--- config.mk ---
export PLATFORM = sky130hd
export DESIGN_NAME = ddmtd_meas_ctrl
export DESIGN_NICKNAME = d
export VERILOG_FILES = /design/src/rtl/ddmtd_pkg.sv /design/src/rtl/ddmtd_helper_div.sv /design/src/rtl/ddmtd_meas_ctrl.sv
export SDC_FILE = /design/constraint.sdc
export NUM_CORES = 1
export LEC_CHECK = 0
export CAP_MARGIN = 20
export CORE_ASPECT_RATIO = 1.1
export CORE_MARGIN = 2
export CORE_UTILIZATION = 40
export CTS_BUF_LIST = sky130_fd_sc_hd__clkbuf_4
export CTS_CLUSTER_DIAMETER = 30
export DETAILED_ROUTE_END_ITERATION = 12
export PLACE_DENSITY = 0.59
export SYNTH_ARGS = -nofsm -noshare
export SYNTH_HDL_FRONTEND = slang
export SYNTH_SLANG_ARGS = --single-unit
--- constraint.sdc ---
create_clock -name clk_sys -period 3.22 [get_ports clk_sys]
set_input_delay 0.483 -clock clk_sys [delete_from_list [all_inputs] [get_ports clk_sys]]
set_output_delay 0.483 -clock clk_sys [all_outputs]
set_load 0.02 [all_outputs]
--- src/rtl/ddmtd_pkg.sv ---
// ddmtd_pkg
//   Types and defaults shared by the DDMTD measurement controller and the
//   ddmtd_sampler it drives.
//   Contents: COUNT_W_DEF (default phase counter width) and state_t, the
//   measurement sequencer state enum.
package ddmtd_pkg;

  localparam int COUNT_W_DEF = 16;

  typedef enum logic [1:0] {
    IDLE    = 2'd0,
    DISCARD = 2'd1,
    ACCUM   = 2'd2
  } state_t;

endpackage

--- src/rtl/ddmtd_helper_div.sv ---
// ddmtd_helper_div
//   Programmable divider that produces the sampler helper tick from clk_sys.
//   While en is high it counts 0..div and pulses tick for one cycle each time
//   the count reaches div, which gives a period of div+1 cycles. The counter
//   clears whenever en is low, so every measurement starts from phase zero.
// Ports
//   clk_sys  in   system clock
//   rst_n    in   asynchronous active-low reset
//   en       in   run enable
//   div      in   [DIV_W] terminal count (period - 1)
//   tick     out  registered 1-cycle pulse
module ddmtd_helper_div #(
  parameter int DIV_W = 8
) (
  input  logic             clk_sys,
  input  logic             rst_n,
  input  logic             en,
  input  logic [DIV_W-1:0] div,
  output logic             tick
);

  logic [DIV_W-1:0] cnt_q, cnt_d;
  logic             tick_q, tick_d;

  always_comb begin
    cnt_d  = '0;
    tick_d = 1'b0;
    if (en) begin
      if (cnt_q == div) begin
        cnt_d  = '0;
        tick_d = 1'b1;
      end else begin
        cnt_d = cnt_q + DIV_W'(1);
      end
    end
  end

  always_ff @(posedge clk_sys or negedge rst_n) begin
    if (!rst_n) begin
      cnt_q  <= '0;
      tick_q <= 1'b0;
    end else begin
      cnt_q  <= cnt_d;
      tick_q <= tick_d;
    end
  end

  assign tick = tick_q;

endmodule

--- src/rtl/ddmtd_meas_ctrl.sv ---
// ddmtd_meas_ctrl
//   Sequences one DDMTD phase measurement around ddmtd_sampler: enables the
//   sampler, generates its helper tick, throws away the first (stale) phase
//   result, then averages 2^avg_log2 results and reports the average. If the
//   sampler stops delivering results for TMO_TICKS helper ticks, the
//   measurement is aborted with a timeout pulse.
// Ports
//   clk_sys         in   system clock
//   rst_n           in   asynchronous active-low reset
//   ena             in   global enable, low aborts a measurement
//   start           in   1-cycle measurement request
//   cfg_div         in   [DIV_W] helper tick period - 1
//   cfg_avg_log2    in   [3] log2 of samples averaged (clamped to AVG_MAX)
//   phase_valid     in   sampler result strobe
//   phase_err_beat  in   [COUNT_W] signed sampler result
//   helper_tick     out  helper tick pulse to the sampler
//   sampler_ena     out  sampler enable (same as busy)
//   busy            out  measurement in progress
//   done            out  1-cycle pulse, avg_phase updated
//   timeout         out  1-cycle pulse, measurement aborted
//   avg_phase       out  [COUNT_W] signed average, held until next done
module ddmtd_meas_ctrl
  import ddmtd_pkg::*;
#(
  parameter int COUNT_W   = COUNT_W_DEF,
  parameter int DIV_W     = 8,
  parameter int AVG_MAX   = 4,
  parameter int TMO_TICKS = 1024
) (
  input  logic                      clk_sys,
  input  logic                      rst_n,
  input  logic                      ena,
  input  logic                      start,
  input  logic [DIV_W-1:0]          cfg_div,
  input  logic [2:0]                cfg_avg_log2,
  input  logic                      phase_valid,
  input  logic signed [COUNT_W-1:0] phase_err_beat,
  output logic                      helper_tick,
  output logic                      sampler_ena,
  output logic                      busy,
  output logic                      done,
  output logic                      timeout,
  output logic signed [COUNT_W-1:0] avg_phase
);

  localparam int ACC_W = COUNT_W + AVG_MAX;
  localparam int CNT_W = AVG_MAX + 1;
  localparam int TMO_W = $clog2(TMO_TICKS + 1);

  state_t                    state_q, state_d;
  logic [DIV_W-1:0]          div_l_q, div_l_d;
  logic [2:0]                avg_l_q, avg_l_d;
  logic signed [ACC_W-1:0]   acc_q, acc_d;
  logic [CNT_W-1:0]          cnt_q, cnt_d;
  logic [TMO_W-1:0]          tmo_q, tmo_d;
  logic                      busy_q, busy_d;
  logic                      done_q, done_d;
  logic                      timeout_q, timeout_d;
  logic signed [COUNT_W-1:0] avg_q, avg_d;

  logic signed [ACC_W-1:0]   beat_ext;
  logic signed [ACC_W-1:0]   acc_next;
  logic [CNT_W-1:0]          cnt_next;
  logic [CNT_W-1:0]          cnt_target;
  logic [TMO_W-1:0]          tmo_next;
  logic [2:0]                avg_clamped;
  logic                      div_en;

  assign beat_ext    = ACC_W'(phase_err_beat);
  assign acc_next    = acc_q + beat_ext;
  assign cnt_next    = cnt_q + CNT_W'(1);
  assign cnt_target  = CNT_W'(1) << avg_l_q;
  assign tmo_next    = tmo_q + TMO_W'(1);
  assign avg_clamped = (cfg_avg_log2 > 3'(AVG_MAX)) ? 3'(AVG_MAX) : cfg_avg_log2;

  // The divider only runs while the measurement stays busy across the edge,
  // so it starts from zero on entry and never emits a tick after leaving.
  assign div_en = busy_q && busy_d;

  ddmtd_helper_div #(
    .DIV_W (DIV_W)
  ) u_helper_div (
    .clk_sys (clk_sys),
    .rst_n   (rst_n),
    .en      (div_en),
    .div     (div_l_q),
    .tick    (helper_tick)
  );

  always_comb begin
    state_d   = state_q;
    div_l_d   = div_l_q;
    avg_l_d   = avg_l_q;
    acc_d     = acc_q;
    cnt_d     = cnt_q;
    tmo_d     = tmo_q;
    avg_d     = avg_q;
    done_d    = 1'b0;
    timeout_d = 1'b0;

    case (state_q)
      IDLE: begin
        if (start && ena) begin
          div_l_d = cfg_div;
          avg_l_d = avg_clamped;
          acc_d   = '0;
          cnt_d   = '0;
          tmo_d   = '0;
          state_d = DISCARD;
        end
      end
      DISCARD, ACCUM: begin
        // A result arriving together with the timeout-reaching tick wins.
        if (!ena) begin
          state_d = IDLE;
        end else if (phase_valid) begin
          tmo_d = '0;
          if (state_q == DISCARD) begin
            state_d = ACCUM;
          end else begin
            acc_d = acc_next;
            cnt_d = cnt_next;
            if (cnt_next == cnt_target) begin
              avg_d   = COUNT_W'(acc_next >>> avg_l_q);
              done_d  = 1'b1;
              state_d = IDLE;
            end
          end
        end else if (helper_tick) begin
          if (tmo_next == TMO_W'(TMO_TICKS)) begin
            timeout_d = 1'b1;
            state_d   = IDLE;
          end else begin
            tmo_d = tmo_next;
          end
        end
      end
      default: state_d = IDLE;
    endcase

    busy_d = (state_d != IDLE);
  end

  always_ff @(posedge clk_sys or negedge rst_n) begin
    if (!rst_n) begin
      state_q   <= IDLE;
      div_l_q   <= '0;
      avg_l_q   <= '0;
      acc_q     <= '0;
      cnt_q     <= '0;
      tmo_q     <= '0;
      busy_q    <= 1'b0;
      done_q    <= 1'b0;
      timeout_q <= 1'b0;
      avg_q     <= '0;
    end else begin
      state_q   <= state_d;
      div_l_q   <= div_l_d;
      avg_l_q   <= avg_l_d;
      acc_q     <= acc_d;
      cnt_q     <= cnt_d;
      tmo_q     <= tmo_d;
      busy_q    <= busy_d;
      done_q    <= done_d;
      timeout_q <= timeout_d;
      avg_q     <= avg_d;
    end
  end

  assign busy        = busy_q;
  assign sampler_ena = busy_q;
  assign done        = done_q;
  assign timeout     = timeout_q;
  assign avg_phase   = avg_q;

endmodule

==> impl_results.md <==
- Bufs on Longest Clock Path: 2
- FF-to-FF End: avg_phase[10]
- Critical Path Max Stage Delay: 490 ps
- Yosys Warn Count: 0
- Crit path launch type: primary input
- Die ar.: 14350 sq um
- Min setup slack post-route: 210.6 ps
- Worst-path clk slew: 140 ps
- Worst-Margin Slew: 529.0 ps
- Crit-path cells: clkdlybuf4s50_1 > ha_1 > a211oi_1 > o211ai_1 > buf_4 > a211o_1 > and3_1 > mux4_2 > and2_1 > a211o_1
- Yosys reg bits: 77
- Status: completed
- Initial DRC count: 284
- Synth async-reset ratio: 100.0%
- Drt pass-1 iters: 5
- Clock Skew: 15.19 ps
- Number of CTS-inserted buffers: 9
- Cell variety after synth: 66
- Reg2reg start: acc_q[0]
- Final Hold Viols: 0
- Num rows: 44
- Largest cells by area after synthesis: dfrtp_1, ha_1, o21ai_0, nand2_1, xor2_1
- Rel. slew slack: 64.60%
- Reg2Reg Depth: 10
- Pin count of the biggest net entering global routing: 78
- WP data required: 3590 ps
- Total number of vias: 5001
- Initial Util: 40.77%
- Inst Count DP: 860
- Synthesized Nets: 660
- Syn avg cell area: 8.910 sq um
- DRC Markers: 0
- Layout cells sized above 1: 17.11%
- Vias in the first global route: 5058
- Max_cap viols: 0
- Drt wl/cell: 16.16 um
- Period minus WS final: 3009 ps
- Max Freq: 0.3323 GHz
- Crit-path slowest cell: mux4_2
- Top-area cell type share of the netlist area: 35.92%
- Vias/cell: 5.683
- Post-synth EDFFs: 0
- Final wirelength: 14220 um
- Core ar.: 13160 sq um
- Crit. End Element: register
- Remaining Overflow, GRT: 0
- Clk root buf: clkbuf_4
- I/O pin cnt: 53
- Worst R2R Setup Slack: 270 ps
- Ys flop type: dfrtp_1
- Power per cell area: 873.2 nW/um^2
- Final setup fails: 0
- Crit path DAT: 3380 ps
- RSZ-0062 raised after global routing: no
- Setup WS pre-CTS: -396.2 ps
- Post-synth top area cell: dfrtp_1
- Area growth from synthesis to layout: 25.26%
- Gr usage total: 21.07%
- Final Cycle Share: 93.46%
- Peak VDD IR: 0.0003435 V
- Top delay family on crit path: compound AO/OA/AOI/OAI gates
- Die Wd: 114.4 um
- Non-filler cells, final: 880
- Port bufs: 52
- HPWL after DPL: 10550 um
- DIE HEIGHT: 125.5 um
- CP bufs+invs: 2
- First-pass GRT wire length: 24220 um
- Clock sinks: 77
- Post-Synthesis Cells: 602
- Initial antenna violation count: 0
- N_diodes: 0
- Pleak: 0.003010 uW
- Post-route ant nets: 0
- Synthesized area: 5364 sq um
- Crit-path max FO: 4
- Nets: 772
- Worst Hold Slack: 490.5 ps
- Clk_lat worst skew: 470 ps
- CTS H-tree depth: 3
- Hold crit path type: in2async
- Placer Congestion: 0.9545
- Sequential share of the synthesized area: 35.92%
- WS Path Type: in2reg
- Utilization after layout: 51.07%
- Max-slew violations: 0
- Fillers: 1243
- Setup TNS: 0 ps
- Top cell by count, worst path: a211o_1
- CTS tree: yes
through the flow:
stage | power, uW | cell area, sq um
5_1_grt | 6382 | 6719
2_1_floorplan | 3731 | 5364
6_report | 5867 | 6719
4_1_cts | 5853 | 6645
3_5_place_dp | 5207 | 6506
3_3_place_gp | 5155 | 6506
power breakdown:
group	internal (uW)	leakage (uW)	total (uW)	switching [uW]
logic	1810	0.00191	3790	1990
registers	1250	0.00103	1460	209
clock network	244	0.0000740	615	372
cells in the final DEF (no fill, tap or decap), drive strengths merged, types with 8 or more instances in the layout:
| cell type | n |
|---|---|
| a211oi | 14 |
| a21o | 15 |
| a21oi | 25 |
| and3 | 8 |
| buf | 76 |
| clkbuf | 10 |
| clkdlybuf4s50 | 51 |
| dfrtp | 77 |
| ha | 25 |
| inv | 16 |
| mux2 | 12 |
| mux2i | 8 |
| nand2 | 70 |
| nand2b | 12 |
| nand3 | 26 |
| nand4 | 12 |
| nor2 | 42 |
| nor3 | 9 |
| o211ai | 15 |
| o21ai | 56 |
| xnor2 | 12 |
| xor2 | 24 |
registers in the layout, indices dropped and copies added, names as in the netlist, 2 cells and up:
name / cells
state_q: 2
avg_l_q: 3
u_helper_div.cnt_q: 8
acc_q: 20
tmo_q: 11
cnt_q: 5
div_l_q: 8
avg_phase: 16
cell usage after synthesis (3+ instances only):
cell type and count:
o41ai_1 4, inv_1 16, mux4_2 6, o211a_1 4
xnor2_1 12, o31ai_1 7, o21ai_0 53, nor2_1 42
o211ai_1 15, or3_1 3, a2bb2oi_1 4, or4_1 6
and3_1 8, and2_1 4, clkbuf_1 16, a22o_1 3
nor3_1 9, mux2i_1 8, nand2_1 70, ha_1 25
buf_2 7, nand3_1 23, nor2b_1 4, xor2_1 24
nor4_1 6, o311ai_0 4, a211o_1 5, nand3_2 3
nand2b_1 12, dfrtp_1 77, nand4_1 12, a21o_1 15
a211oi_1 14, mux2_2 12, o21ai_1 3, a21oi_1 25
layer usage:
metal / GRT usage, % / share of wire (%) / vias up
met2: 35.54 / 50 / 118
met5: 0 / 0 / -
li1: - / - / 2457
met3: 4.508 / 3.7 / 28
met1: 26.59 / 44 / 2398
met4: 7.245 / 2.4 / 0
how the worst max path moves through the flow:
| stage | depth (start not counted) | end | slack, ps | from |
|---|---|---|---|---|
| after CTS | 12 | avg_phase[13] | 110 | phase_err_beat[0] |
| after global placement | 11 | avg_phase[10] | -360 | phase_err_beat[0] |
| after detailed placement | 12 | avg_phase[13] | -400 | phase_err_beat[0] |
| after floorplan | 10 | avg_phase[10] | 260 | phase_err_beat[0] |
| final | 10 | avg_phase[8] | 210 | phase_err_beat[1] |
| after global routing | 11 | avg_phase[10] | 7 | acc_q[8] |
timing repair:
| action | 4_1_cts | 5_1_grt |
|---|---|---|
| endpoints found under the setup margin | 0 | 10 |
| hold buffers | 0 | 1 |
| gates resized for setup | 0 | 6 |
| buffers inserted | 0 | 2 |
| hold endpoints to repair | 0 | 33 |
final cells by class:
| type | count | area [sq um] | share of cell area [%] |
|---|---|---|---|
| clock inverters | 6 | 63.81 | 0.9497 |
| well taps | 161 | 201.4 | 2.998 |
| flip-flops and latches | 77 | 1927 | 28.68 |
| inverters | 18 | 67.56 | 1.006 |
| multi-input cells | 480 | 3273 | 48.72 |
| repair buffers | 128 | 1111 | 16.54 |
| clock buffers | 10 | 75.07 | 1.117 |
logic make-up after synthesis:
group / synth area share (%)
compound gates: 22.00
flops: 35.92
simple gates: 20.01
fa+ha+maj: 6.205
buf+inv: 3.452
mux: 6.531
xor+xnor: 5.878
Power figures use the tool's default switching activity.
